$ cat src/rtl/rfemu_burst_ctrl_if.sv
// Control/status bundle of the RF-emulator burst sequencer.
// Carries the software configuration strobes, the DMA load-stream monitor
// taps, the emulator playback handshake and the sequencer status outputs.
// The slave modport is the sequencer itself; the master modport is its
// environment (register block, DMA monitor, emulator).
interface rfemu_burst_ctrl_if #(
    parameter int PRI_W  = 24,
    parameter int CNT_W  = 16,
    parameter int BEAT_W = 7
);
    logic              cfg_arm;
    logic              cfg_abort;
    logic [CNT_W-1:0]  cfg_num_pulses;
    logic [PRI_W-1:0]  cfg_pri;
    logic [BEAT_W-1:0] cfg_beats;
    logic              ld_tvalid;
    logic              ld_tready;
    logic              ld_tlast;
    logic              emu_start;
    logic              emu_valid;
    logic              emu_ready;
    logic              busy;
    logic              done;
    logic [CNT_W-1:0]  pulse_cnt;
    logic              err_cfg;
    logic              err_ovr;
    logic              err_timeout;
    logic [2:0]        state_dbg;

    modport master (
        output cfg_arm, cfg_abort, cfg_num_pulses, cfg_pri, cfg_beats,
        output ld_tvalid, ld_tready, ld_tlast, emu_valid, emu_ready,
        input  emu_start, busy, done, pulse_cnt, err_cfg, err_ovr, err_timeout, state_dbg
    );

    modport slave (
        input  cfg_arm, cfg_abort, cfg_num_pulses, cfg_pri, cfg_beats,
        input  ld_tvalid, ld_tready, ld_tlast, emu_valid, emu_ready,
        output emu_start, busy, done, pulse_cnt, err_cfg, err_ovr, err_timeout, state_dbg
    );
endinterface

$ cat src/rtl/rfemu_burst_ctrl.sv
// RF-emulator playback sequencer.
// Waits for one pulse to be loaded over the DMA stream, then strobes
// emu_start once every cfg_pri cycles for cfg_num_pulses pulses, counting the
// played-back beats and flagging overruns and bad configuration.
// Optional load timeout: define RFEMU_BURST_CTRL_TIMEOUT_EN.
//
// Handshakes: a stream beat transfers on a cycle where valid && ready are both
// high at the rising clock edge; neither side may make valid depend on ready.
// The ld_* signals are only monitored, the sequencer never drives tready.
module rfemu_burst_ctrl #(
    parameter int PRI_W  = 24,
    parameter int CNT_W  = 16,
    parameter int BEAT_W = 7
) (
    input logic               clk,
    input logic               rstn,
    rfemu_burst_ctrl_if.slave bus
);
    localparam int MAX_BEATS = 64;

    typedef enum logic [2:0] {
        S_IDLE = 3'd0,
        S_LOAD = 3'd1,
        S_FIRE = 3'd2,
        S_PLAY = 3'd3,
        S_WAIT = 3'd4,
        S_FIN  = 3'd5
    } state_t;

    state_t            state_q, state_d;
    logic [CNT_W-1:0]  num_q, pulse_cnt_q;
    logic [PRI_W-1:0]  pri_q, pri_cnt_q;
    logic [BEAT_W-1:0] beats_q, beat_cnt_q;
    logic              err_cfg_q, err_ovr_q, done_q;
    logic              arm_ok, cfg_bad, ld_last, beat_hs, beat_last;
    logic              pri_exp, more, fire_ok, set_ovr;
`ifdef RFEMU_BURST_CTRL_TIMEOUT_EN
    logic [19:0]       to_cnt_q;
    logic              err_timeout_q, set_to;
`endif

    // Arm is only honoured in IDLE and loses to a simultaneous abort.
    assign arm_ok   = (state_q == S_IDLE) && bus.cfg_arm && !bus.cfg_abort;
    assign cfg_bad  = (bus.cfg_beats == '0) || (int'(bus.cfg_beats) > MAX_BEATS) ||
                      ({1'b0, bus.cfg_pri} < ((PRI_W+1)'(bus.cfg_beats) + (PRI_W+1)'(4)));
    assign ld_last  = bus.ld_tvalid && bus.ld_tready && bus.ld_tlast;
    assign beat_hs  = (state_q == S_PLAY) && bus.emu_valid && bus.emu_ready;
    assign beat_last = beat_hs && ((beat_cnt_q + BEAT_W'(1)) == beats_q);
    assign pri_exp  = (pri_cnt_q == (pri_q - PRI_W'(1)));
    assign more     = (pulse_cnt_q < num_q);
    // The start strobe is suppressed in the cycle an abort arrives.
    assign fire_ok  = (state_q == S_FIRE) && !bus.cfg_abort;

    // State register.
    always_ff @(posedge clk or negedge rstn) begin
        if (!rstn) state_q <= S_IDLE;
        else       state_q <= state_d;
    end

    // Next-state decode; abort overrides every other transition.
    always_comb begin
        state_d = state_q;
        set_ovr = 1'b0;
`ifdef RFEMU_BURST_CTRL_TIMEOUT_EN
        set_to  = 1'b0;
`endif
        case (state_q)
            S_IDLE: if (arm_ok && !cfg_bad && (bus.cfg_num_pulses != '0)) state_d = S_LOAD;
            S_LOAD: begin
                if (ld_last) state_d = S_FIRE;
`ifdef RFEMU_BURST_CTRL_TIMEOUT_EN
                else if (to_cnt_q == '1) begin
                    set_to  = 1'b1;
                    state_d = S_FIN;
                end
`endif
            end
            S_FIRE: state_d = S_PLAY;
            S_PLAY: begin
                // A last beat landing on PRI expiry counts as complete; the
                // WAIT decision is taken in that same cycle so the next start
                // still lands exactly cfg_pri cycles after the previous one.
                if (beat_last) state_d = pri_exp ? (more ? S_FIRE : S_FIN) : S_WAIT;
                else if (pri_exp) begin
                    set_ovr = 1'b1;
                    state_d = S_FIN;
                end
            end
            S_WAIT: if (pri_exp) state_d = more ? S_FIRE : S_FIN;
            S_FIN:  state_d = S_IDLE;
            default: state_d = S_IDLE;
        endcase
        if (bus.cfg_abort && (state_q != S_IDLE) && (state_q != S_FIN)) begin
            state_d = S_FIN;
            set_ovr = 1'b0;
`ifdef RFEMU_BURST_CTRL_TIMEOUT_EN
            set_to  = 1'b0;
`endif
        end
    end

    // Config latch, pulse counter, sticky errors and the done strobe.
    always_ff @(posedge clk or negedge rstn) begin
        if (!rstn) begin
            num_q       <= '0;
            pri_q       <= '0;
            beats_q     <= '0;
            pulse_cnt_q <= '0;
            err_cfg_q   <= 1'b0;
            err_ovr_q   <= 1'b0;
            done_q      <= 1'b0;
        end else begin
            done_q <= (state_d == S_FIN) || (arm_ok && (cfg_bad || (bus.cfg_num_pulses == '0)));
            if (arm_ok) begin
                num_q       <= bus.cfg_num_pulses;
                pri_q       <= bus.cfg_pri;
                beats_q     <= bus.cfg_beats;
                pulse_cnt_q <= '0;
                err_cfg_q   <= cfg_bad;
                err_ovr_q   <= 1'b0;
            end else begin
                if (fire_ok && (pulse_cnt_q != '1)) pulse_cnt_q <= pulse_cnt_q + CNT_W'(1);
                if (set_ovr) err_ovr_q <= 1'b1;
            end
        end
    end

    // PRI and beat counters; both restart when a pulse is fired.
    always_ff @(posedge clk or negedge rstn) begin
        if (!rstn) begin
            pri_cnt_q  <= '0;
            beat_cnt_q <= '0;
        end else if (state_d == S_FIRE) begin
            pri_cnt_q  <= '0;
            beat_cnt_q <= '0;
        end else begin
            if ((state_q == S_FIRE) || (state_q == S_PLAY) || (state_q == S_WAIT))
                pri_cnt_q <= pri_cnt_q + PRI_W'(1);
            if (beat_hs) beat_cnt_q <= beat_cnt_q + BEAT_W'(1);
        end
    end

`ifdef RFEMU_BURST_CTRL_TIMEOUT_EN
    // Load watchdog: counts LOAD cycles, sticky flag on expiry.
    always_ff @(posedge clk or negedge rstn) begin
        if (!rstn) begin
            to_cnt_q      <= '0;
            err_timeout_q <= 1'b0;
        end else begin
            to_cnt_q <= (state_q == S_LOAD) ? to_cnt_q + 20'd1 : '0;
            if (arm_ok)      err_timeout_q <= 1'b0;
            else if (set_to) err_timeout_q <= 1'b1;
        end
    end
    assign bus.err_timeout = err_timeout_q;
`else
    assign bus.err_timeout = 1'b0;
`endif

    assign bus.emu_start = fire_ok;
    assign bus.busy      = (state_q != S_IDLE);
    assign bus.done      = done_q;
    assign bus.pulse_cnt = pulse_cnt_q;
    assign bus.err_cfg   = err_cfg_q;
    assign bus.err_ovr   = err_ovr_q;
    assign bus.state_dbg = state_q;
endmodule
$ cat src/flat_wrapper.sv
// flat-port wrapper written by rule: the top's interface ports become plain ports
module rfemu_burst_ctrl_flat 
#(
    parameter int PRI_W  = 24,
    parameter int CNT_W  = 16,
    parameter int BEAT_W = 7
)
  (clk, rstn, bus_cfg_arm, bus_cfg_abort, bus_cfg_num_pulses, bus_cfg_pri, bus_cfg_beats, bus_ld_tvalid, bus_ld_tready, bus_ld_tlast, bus_emu_valid, bus_emu_ready, bus_emu_start, bus_busy, bus_done, bus_pulse_cnt, bus_err_cfg, bus_err_ovr, bus_err_timeout, bus_state_dbg);
  rfemu_burst_ctrl_if #(.PRI_W(PRI_W), .CNT_W(CNT_W), .BEAT_W(BEAT_W)) bus_i ();
  input logic clk;
  input logic rstn;
  input wire logic [$bits(bus_i.cfg_arm)-1:0] bus_cfg_arm;
  input wire logic [$bits(bus_i.cfg_abort)-1:0] bus_cfg_abort;
  input wire logic [$bits(bus_i.cfg_num_pulses)-1:0] bus_cfg_num_pulses;
  input wire logic [$bits(bus_i.cfg_pri)-1:0] bus_cfg_pri;
  input wire logic [$bits(bus_i.cfg_beats)-1:0] bus_cfg_beats;
  input wire logic [$bits(bus_i.ld_tvalid)-1:0] bus_ld_tvalid;
  input wire logic [$bits(bus_i.ld_tready)-1:0] bus_ld_tready;
  input wire logic [$bits(bus_i.ld_tlast)-1:0] bus_ld_tlast;
  input wire logic [$bits(bus_i.emu_valid)-1:0] bus_emu_valid;
  input wire logic [$bits(bus_i.emu_ready)-1:0] bus_emu_ready;
  output wire logic [$bits(bus_i.emu_start)-1:0] bus_emu_start;
  output wire logic [$bits(bus_i.busy)-1:0] bus_busy;
  output wire logic [$bits(bus_i.done)-1:0] bus_done;
  output wire logic [$bits(bus_i.pulse_cnt)-1:0] bus_pulse_cnt;
  output wire logic [$bits(bus_i.err_cfg)-1:0] bus_err_cfg;
  output wire logic [$bits(bus_i.err_ovr)-1:0] bus_err_ovr;
  output wire logic [$bits(bus_i.err_timeout)-1:0] bus_err_timeout;
  output wire logic [$bits(bus_i.state_dbg)-1:0] bus_state_dbg;
  assign bus_i.cfg_arm = bus_cfg_arm;
  assign bus_i.cfg_abort = bus_cfg_abort;
  assign bus_i.cfg_num_pulses = bus_cfg_num_pulses;
  assign bus_i.cfg_pri = bus_cfg_pri;
  assign bus_i.cfg_beats = bus_cfg_beats;
  assign bus_i.ld_tvalid = bus_ld_tvalid;
  assign bus_i.ld_tready = bus_ld_tready;
  assign bus_i.ld_tlast = bus_ld_tlast;
  assign bus_i.emu_valid = bus_emu_valid;
  assign bus_i.emu_ready = bus_emu_ready;
  assign bus_emu_start = bus_i.emu_start;
  assign bus_busy = bus_i.busy;
  assign bus_done = bus_i.done;
  assign bus_pulse_cnt = bus_i.pulse_cnt;
  assign bus_err_cfg = bus_i.err_cfg;
  assign bus_err_ovr = bus_i.err_ovr;
  assign bus_err_timeout = bus_i.err_timeout;
  assign bus_state_dbg = bus_i.state_dbg;
  rfemu_burst_ctrl #(.PRI_W(PRI_W), .CNT_W(CNT_W), .BEAT_W(BEAT_W)) u_core (.clk(clk), .rstn(rstn), .bus(bus_i));
endmodule
$ cat config.mk
export PLATFORM = sky130hd
export DESIGN_NAME = rfemu_burst_ctrl_flat
export DESIGN_NICKNAME = d
export VERILOG_FILES = /design/src/rtl/rfemu_burst_ctrl_if.sv /design/src/rtl/rfemu_burst_ctrl.sv /design/src/flat_wrapper.sv
export SDC_FILE = /design/constraint.sdc
export NUM_CORES = 1
export LEC_CHECK = 0
export ABC_AREA = 1
export CORE_MARGIN = 3
export CORE_UTILIZATION = 50
export CTS_CLUSTER_DIAMETER = 30
export DETAILED_ROUTE_END_ITERATION = 6
export HOLD_SLACK_MARGIN = 0.03
export PLACE_DENSITY = 0.76
export SYNTH_ARGS = -nofsm -noshare
export SYNTH_HDL_FRONTEND = slang
export SYNTH_SLANG_ARGS = --single-unit
$ cat constraint.sdc
create_clock -name clk -period 2.4 [get_ports clk]
set_input_delay 0.6 -clock clk [delete_from_list [all_inputs] [get_ports clk]]
set_output_delay 0.6 -clock clk [all_outputs]
set_load 0.05 [all_outputs]
Yosys cells after proc, flatten, opt, wreduce, memory -nomap -nowiden
Cells that the tools add are included.

Input bits: 56. Output and inout bits: 25. Bits in registers: 100.

Multiplexer cells: 21. $lt $le $gt $ge: 3. Equality and inequality tests: 10. Reduce and logical (&&, ||, !) cells: 31. $add $sub $neg: 5.

Operator list (number): 2-to-1 mux 24 bit (2); 2-to-1 mux 16 bit (2); less-than comparator 24 x 25 -> 1 bit (1); adder 24 x 1 -> 24 bit, second input constant (1); == test 24 bit (1); 2-to-1 mux 3 bit (8); subtractor 24 x 1 -> 24 bit, second input constant (1); adder 16 x 1 -> 16 bit, second input constant (1); logical NOT 16 bit (1); less-than comparator 16 bit (1); != test 16 bit, second input constant (1); nonzero test 16 bit (1); case mux 3 bit (5 select lines) (1); logical AND 1 bit (14); 2-to-1 mux 7 bit (2); == test 3 x 2 -> 1 bit, second input constant (3); adder 7 x 3 -> 8 bit, second input constant (1); nonzero test 2 bit (4); adder 7 x 1 -> 7 bit, second input constant (1); == test 7 bit (1); greater-than comparator 7 bit, second input constant (1); logical NOT 7 bit (1); == test 3 bit, second input constant (2); logical OR 1 bit (6); other kinds (6) (12).

Logic depth before layout (Yosys ltp)
Depth after elaboration: 11. Mapped depth: 23.

Worst setup path before layout
Ideal clock, no wire load.

Kind: input to register. Start point: input bus_cfg_beats[2]. End point: register u_core.pri_cnt_q[6]. Path slack: -0.106 ns. Buffers on the path: 1. Data arrival time: 2.394 ns. Required time: 2.288 ns. Stages on the path: 18. Cells stage by stage: ha_1 xnor2_1 ha_1 nand2_1 inv_1 o31ai_1 nand4_1 nand2_1 nor2_1 nand2_1 nand2_1 inv_1 nand2_1 nor2_2 nand3_4 buf_6 nand2_1 inv_2.

Longest elaborated chain between the ends: 11.

RTL lines: from (decl) (line flat_wrapper.sv:16) `input wire logic [$bits(bus_i.cfg_beats)-1:0] bus_cfg_beats;`; adder 7 x 3 -> 8 bit, or another cell as far along (line rfemu_burst_ctrl.sv:45) `({1'b0, bus.cfg_pri} < ((PRI_W+1)'(bus.cfg_beats) + (PRI_W+1)'(4)));`; less-than comparator 24 x 25 -> 1 bit or logical OR 1 bit (tied branches) (line rfemu_burst_ctrl.sv:45, rfemu_burst_ctrl.sv:44); logical OR 1 bit * (line rfemu_burst_ctrl.sv:44) `assign cfg_bad = (bus.cfg_beats == '0) || (int'(bus.cfg_beats) > MAX_BEATS) ||`; logical NOT 1 bit * (line rfemu_burst_ctrl.sv:68) `S_IDLE: if (arm_ok && !cfg_bad && (bus.cfg_num_pulses != '0)) state_d = S_LOAD;`; logical AND 1 bit * (2 in series) (line rfemu_burst_ctrl.sv:68); 2-to-1 mux 3 bit * (line rfemu_burst_ctrl.sv:68); case mux 3 bit (5 select lines) * (line rfemu_burst_ctrl.sv:67) `case (state_q)`; 2-to-1 mux 3 bit * (line rfemu_burst_ctrl.sv:93) `if (bus.cfg_abort && (state_q != S_IDLE) && (state_q != S_FIN)) begin`; == test 3 x 2 -> 1 bit * (line rfemu_burst_ctrl.sv:133) `end else if (state_d == S_FIRE) begin`; 2-to-1 mux 24 bit or nonzero test 2 bit (tied branches); to (signal assigned) (line rfemu_burst_ctrl.sv:138) `pri_cnt_q <= pri_cnt_q + PRI_W'(1);`; to (decl) (line rfemu_burst_ctrl.sv:32) `logic [PRI_W-1:0] pri_q, pri_cnt_q;`.

Every way passes the cells marked *; elsewhere a longest branch is shown, timed or not. A chain may end at the register's enable or synchronous reset.

Final worst setup path
Start point: register u_core.pri_q[1]. End point: register u_core.pri_cnt_q[16].

Longest elaborated chain between the ends: 8.

RTL lines: from (decl) (line rfemu_burst_ctrl.sv:32); from (signal assigned) (line rfemu_burst_ctrl.sv:116) `pri_q <= bus.cfg_pri;`; subtractor 24 x 1 -> 24 bit * (line rfemu_burst_ctrl.sv:49) `assign pri_exp = (pri_cnt_q == (pri_q - PRI_W'(1)));`; == test 24 bit * (line rfemu_burst_ctrl.sv:49); 2-to-1 mux 3 bit (on tied branches) (line rfemu_burst_ctrl.sv:84, rfemu_burst_ctrl.sv:83); 2-to-1 mux 3 bit (line rfemu_burst_ctrl.sv:83) `if (beat_last) state_d = pri_exp ? (more ? S_FIRE : S_FIN) : S_WAIT;`; case mux 3 bit (5 select lines) * (line rfemu_burst_ctrl.sv:67); 2-to-1 mux 3 bit * (line rfemu_burst_ctrl.sv:93); == test 3 x 2 -> 1 bit * (line rfemu_burst_ctrl.sv:133); 2-to-1 mux 24 bit or nonzero test 2 bit (tied branches).

Marks and branches as above.

==> summary.txt <==
Post-synthesis compound-gate area fraction: 9.69%
Final ANT Viol Nets: 0
Post-route clock period utilization: 115%
Clock Path Buffers: 2
Clock transition at the registers of the reported paths: 70 ps
Seq/Total Area, Yosys: 37.4%
FP Rows: 41
DRC violations left: 0
Worst setup margin: -360 ps
Design area: 9340 sq um
Met1 usage in global routing: 34.4%
Setup violators final: 35
GRT Residual Overflow: 0
Post-Synth Adder-Cell Area: 5.24%
Leakage power total: 4.83 nW
WP data arrival: 3070 ps
Final core occ: 72.8%
Min cycle time layout: 2760 ps
IO Port Bufs: 79
Die height: 122 microns
Flop-to-flop setup slack: -360 ps
Via-to-Cell Ratio: 5.09
Antenna violations before repair: 0
Mapped cell area: 6690 sq um
Clock root buffer: clkbuf_16
Core ar.: 12800 sq um
Layout cell share with drive strength beyond 1: 23.1%
CTS Hold Buffers Added: 0
Max-cap viol count: 0
Family with the most delay on the worst path: simple AND/OR/NAND/NOR gates
Worst Reg2Reg Path Length in Cells: 20
FF+latch count, synth: 100
Multi-input logic area: 3680 sq um
DR vias: 6833
CP endpoint kind: flip-flop
Library cells used by synthesis: 40
Top Ports: 81
Met3 global-route usage: 5.66%
Fin. Hold Viols: 0
Initial core utilization: 52.2%
Slew @ Worst Pin: 530 ps
Final net count: 1250
Failing checks: setup timing
Mapped Cells: 956
Post-synth EDFFs: 0
HPWL after DPL: 13700 microns
Total CTS buffers: 9
First-pass GRT wire length: 30500 microns
Worst Clk Skew: 8.40 ps
RSZ-0062 raised after global routing: yes
Largest net degree at the start of global routing: 90
WL/cell: 14.1 microns
WS Path Type: flip-flop to flip-flop
Die W: 122 microns
Post-synth top area cell: dfrtp_1
RD Place Congestion: 0.877
Die area: 14800 sq um
Critical-path top delay cell: dfrtp_1
Reg area: 2500 sq um
FF-to-FF Start: u_core.pri_q[1]
Place WS: -909 ps
CP Max Fanout: 8
Hold Path Class: input pin to asynchronous set/reset pin
Main combinational cell family by area after synthesis: simple AND/OR/NAND/NOR gates
Placed inst area: 8630 sq um
Area grow syn2layout: 39.7%
Most common cell in the netlist: nand2_1
Total global-route track usage: 25.5%
Relative slew slack: 64.6%
Crit path largest cell delay: 400 ps
Total nets after synthesis: 1040
Fillcell total: 1008
WP depth: 20
Power Total: 8.65 mW
Power per cell area: 926 nW/um^2
DRT iter0 DRCs: 557
Post-Synth Simple-Gate Area: 29.9%
Synth Warn #: 0
Syn Area/Cell: 7.00 sq um
Clk_lat worst skew: 360 ps
Top cells by area, synth: dfrtp_1 37%, nand2_1 14%, inv_1 9.3%
CTS H-Tree Depth: 3
Xor-xnor portion of the synthesized cell area: 5.76%
Vias in the first global route: 6592
DRT Pass-1 Iters: 5
Top_reg_cell synth: dfrtp_1
GR peak layer: met2
Worst R2R End: u_core.pri_cnt_q[16]
Final Hold Slack: 150 ps
Fmax: 0.362 GHz
Most frequent cells after synthesis: 257 x nand2_1, 166 x inv_1, 100 x dfrtp_1
Synth top area share: 37.4%
Status: finished, violations left
CP cell instances: buf_6, nor2_4, nand2_4, buf_6, nor2_4, nand2_1, nand2_1, nand2_1, nor2_1, nand3_2, nor2_2, nand2_2, o21bai_1, nand2_1, a21oi_2, nand2_2, nand3_4, clkbuf_16, nand2_1, inv_1
Type of origin of the critical path: flip-flop
Pins Over Slew Limit: 0
Met2 Use GR: 42.2%
Clock tree from TritonCTS: yes
Worst path bufs/invs: 4
FFs w/ async S/R, synth: 100%
Req. time, crit path: 2710 ps
Worst path most repeated cell: nand2_1
VDD IR max: 0.759 mV
Total routed wirelength: 19000 microns
Mux cell area share after synthesis: 0%
TritonCTS Sinks: 100
# diodes: 0
[per-layer routing]
metal | share of wire [%] | vias up
met5 | 0 | -
met4 | 2.1 | 0
met3 | 5.8 | 37
met2 | 48 | 188
met1 | 44 | 3203
li1 | - | 3405
[cells in the final DEF, fill, tap and decap left out, types with 28 or more instances in the layout]
| cell | netlist | layout |
|---|---|---|
| nor2_1 | 84 | 70 |
| buf_4 | 2 | 124 |
| nand2_1 | 257 | 230 |
| o21ai_0 | 68 | 64 |
| clkdlybuf4s50_1 | 0 | 71 |
| inv_2 | 19 | 28 |
| xor2_1 | 28 | 28 |
| nand3_1 | 42 | 33 |
| dfrtp_1 | 100 | 98 |
| inv_1 | 166 | 157 |
[sequential cells by signal, summed over array words and instances, names as in the netlist]
| name | flops |
|---|---|
| u_core.bus.pulse_cnt | 16 |
| u_core.bus.err_cfg | 1 |
| u_core.bus.done | 1 |
| u_core.beats_q | 7 |
| u_core.pri_q | 24 |
| u_core.bus.err_ovr | 1 |
| u_core.num_q | 16 |
| u_core.beat_cnt_q | 7 |
| u_core.pri_cnt_q | 24 |
| u_core.bus.state_dbg | 3 |
[worst max-delay path by stage]
| stage | startpoint | endpoint | slack [ps] |
|---|---|---|---|
| after floorplan | bus_cfg_beats[2] | u_core.pri_cnt_q[6] | -70 |
| after global placement | bus_cfg_beats[2] | u_core.pri_cnt_q[9] | -820 |
| after detailed placement | bus_cfg_beats[2] | u_core.pri_cnt_q[6] | -910 |
| after CTS | u_core.pri_q[1] | u_core.pri_cnt_q[6] | -240 |
| after global routing | u_core.pri_q[0] | u_core.beat_cnt_q[3] | -490 |
| final | u_core.pri_q[1] | u_core.pri_cnt_q[16] | -360 |
[final cells by class]
| class | count | share of cell area (%) |
|---|---|---|
| multi-input combinational | 653 | 39.4 |
| sequential | 100 | 26.8 |
| timing repair buffer | 215 | 20.7 |
| inverter | 187 | 7.51 |
| clock buffer | 11 | 2.71 |
| tap | 172 | 2.30 |
| clock inverter | 5 | 0.629 |
[stage by stage]
stage               std cells  TNS, ps
floorplan                 956    -2050
global placement         1317   -26990
detailed placement       1317   -29620
CTS                      1336    -7250
global route             1343   -15490
finish                   1343   -10700
[timing repair]
item,4_1_cts,5_1_grt
pin swaps,11,32
resized for setup,40,65
buffers inserted,2,7
setup endpoints to repair,35,36
gates cloned,1,3
[power by group]
part           total, mW  leakage (nW)  switching [mW]  internal, mW
clock               1.56         0.148           0.692         0.868
sequential          2.63          1.31           0.457          2.18
combinational       4.45          3.38            2.53          1.93
total               8.65          4.83            3.68          4.97
[cell families (layout without fill, tap and decap cells)]
family / count (synthesis) / after routing
xor gates and xnor gates: 44 / 44
AOI/OAI and AO/OA: 118 / 118
buffers and inverters: 204 / 418
and+or+nand+nor: 461 / 462
other: 1 / 1
DFF: 100 / 100
adders and majority gates: 28 / 28
[worst register-to-register path: stages, from the launching register on]
cell and delay [ps]:
dfrtp_1 400, buf_6 120, nor2_4 100, nand2_4 110
buf_6 150, nor2_4 140, nand2_1 70, nand2_1 50
nand2_1 50, nor2_1 110, nand3_2 130, nor2_2 150
nand2_2 110, o21bai_1 170, nand2_1 90, a21oi_2 190
nand2_2 90, nand3_4 160, clkbuf_16 190, nand2_1 70
inv_1 50
No activity file was read; power rests on OpenSTA's default activity.
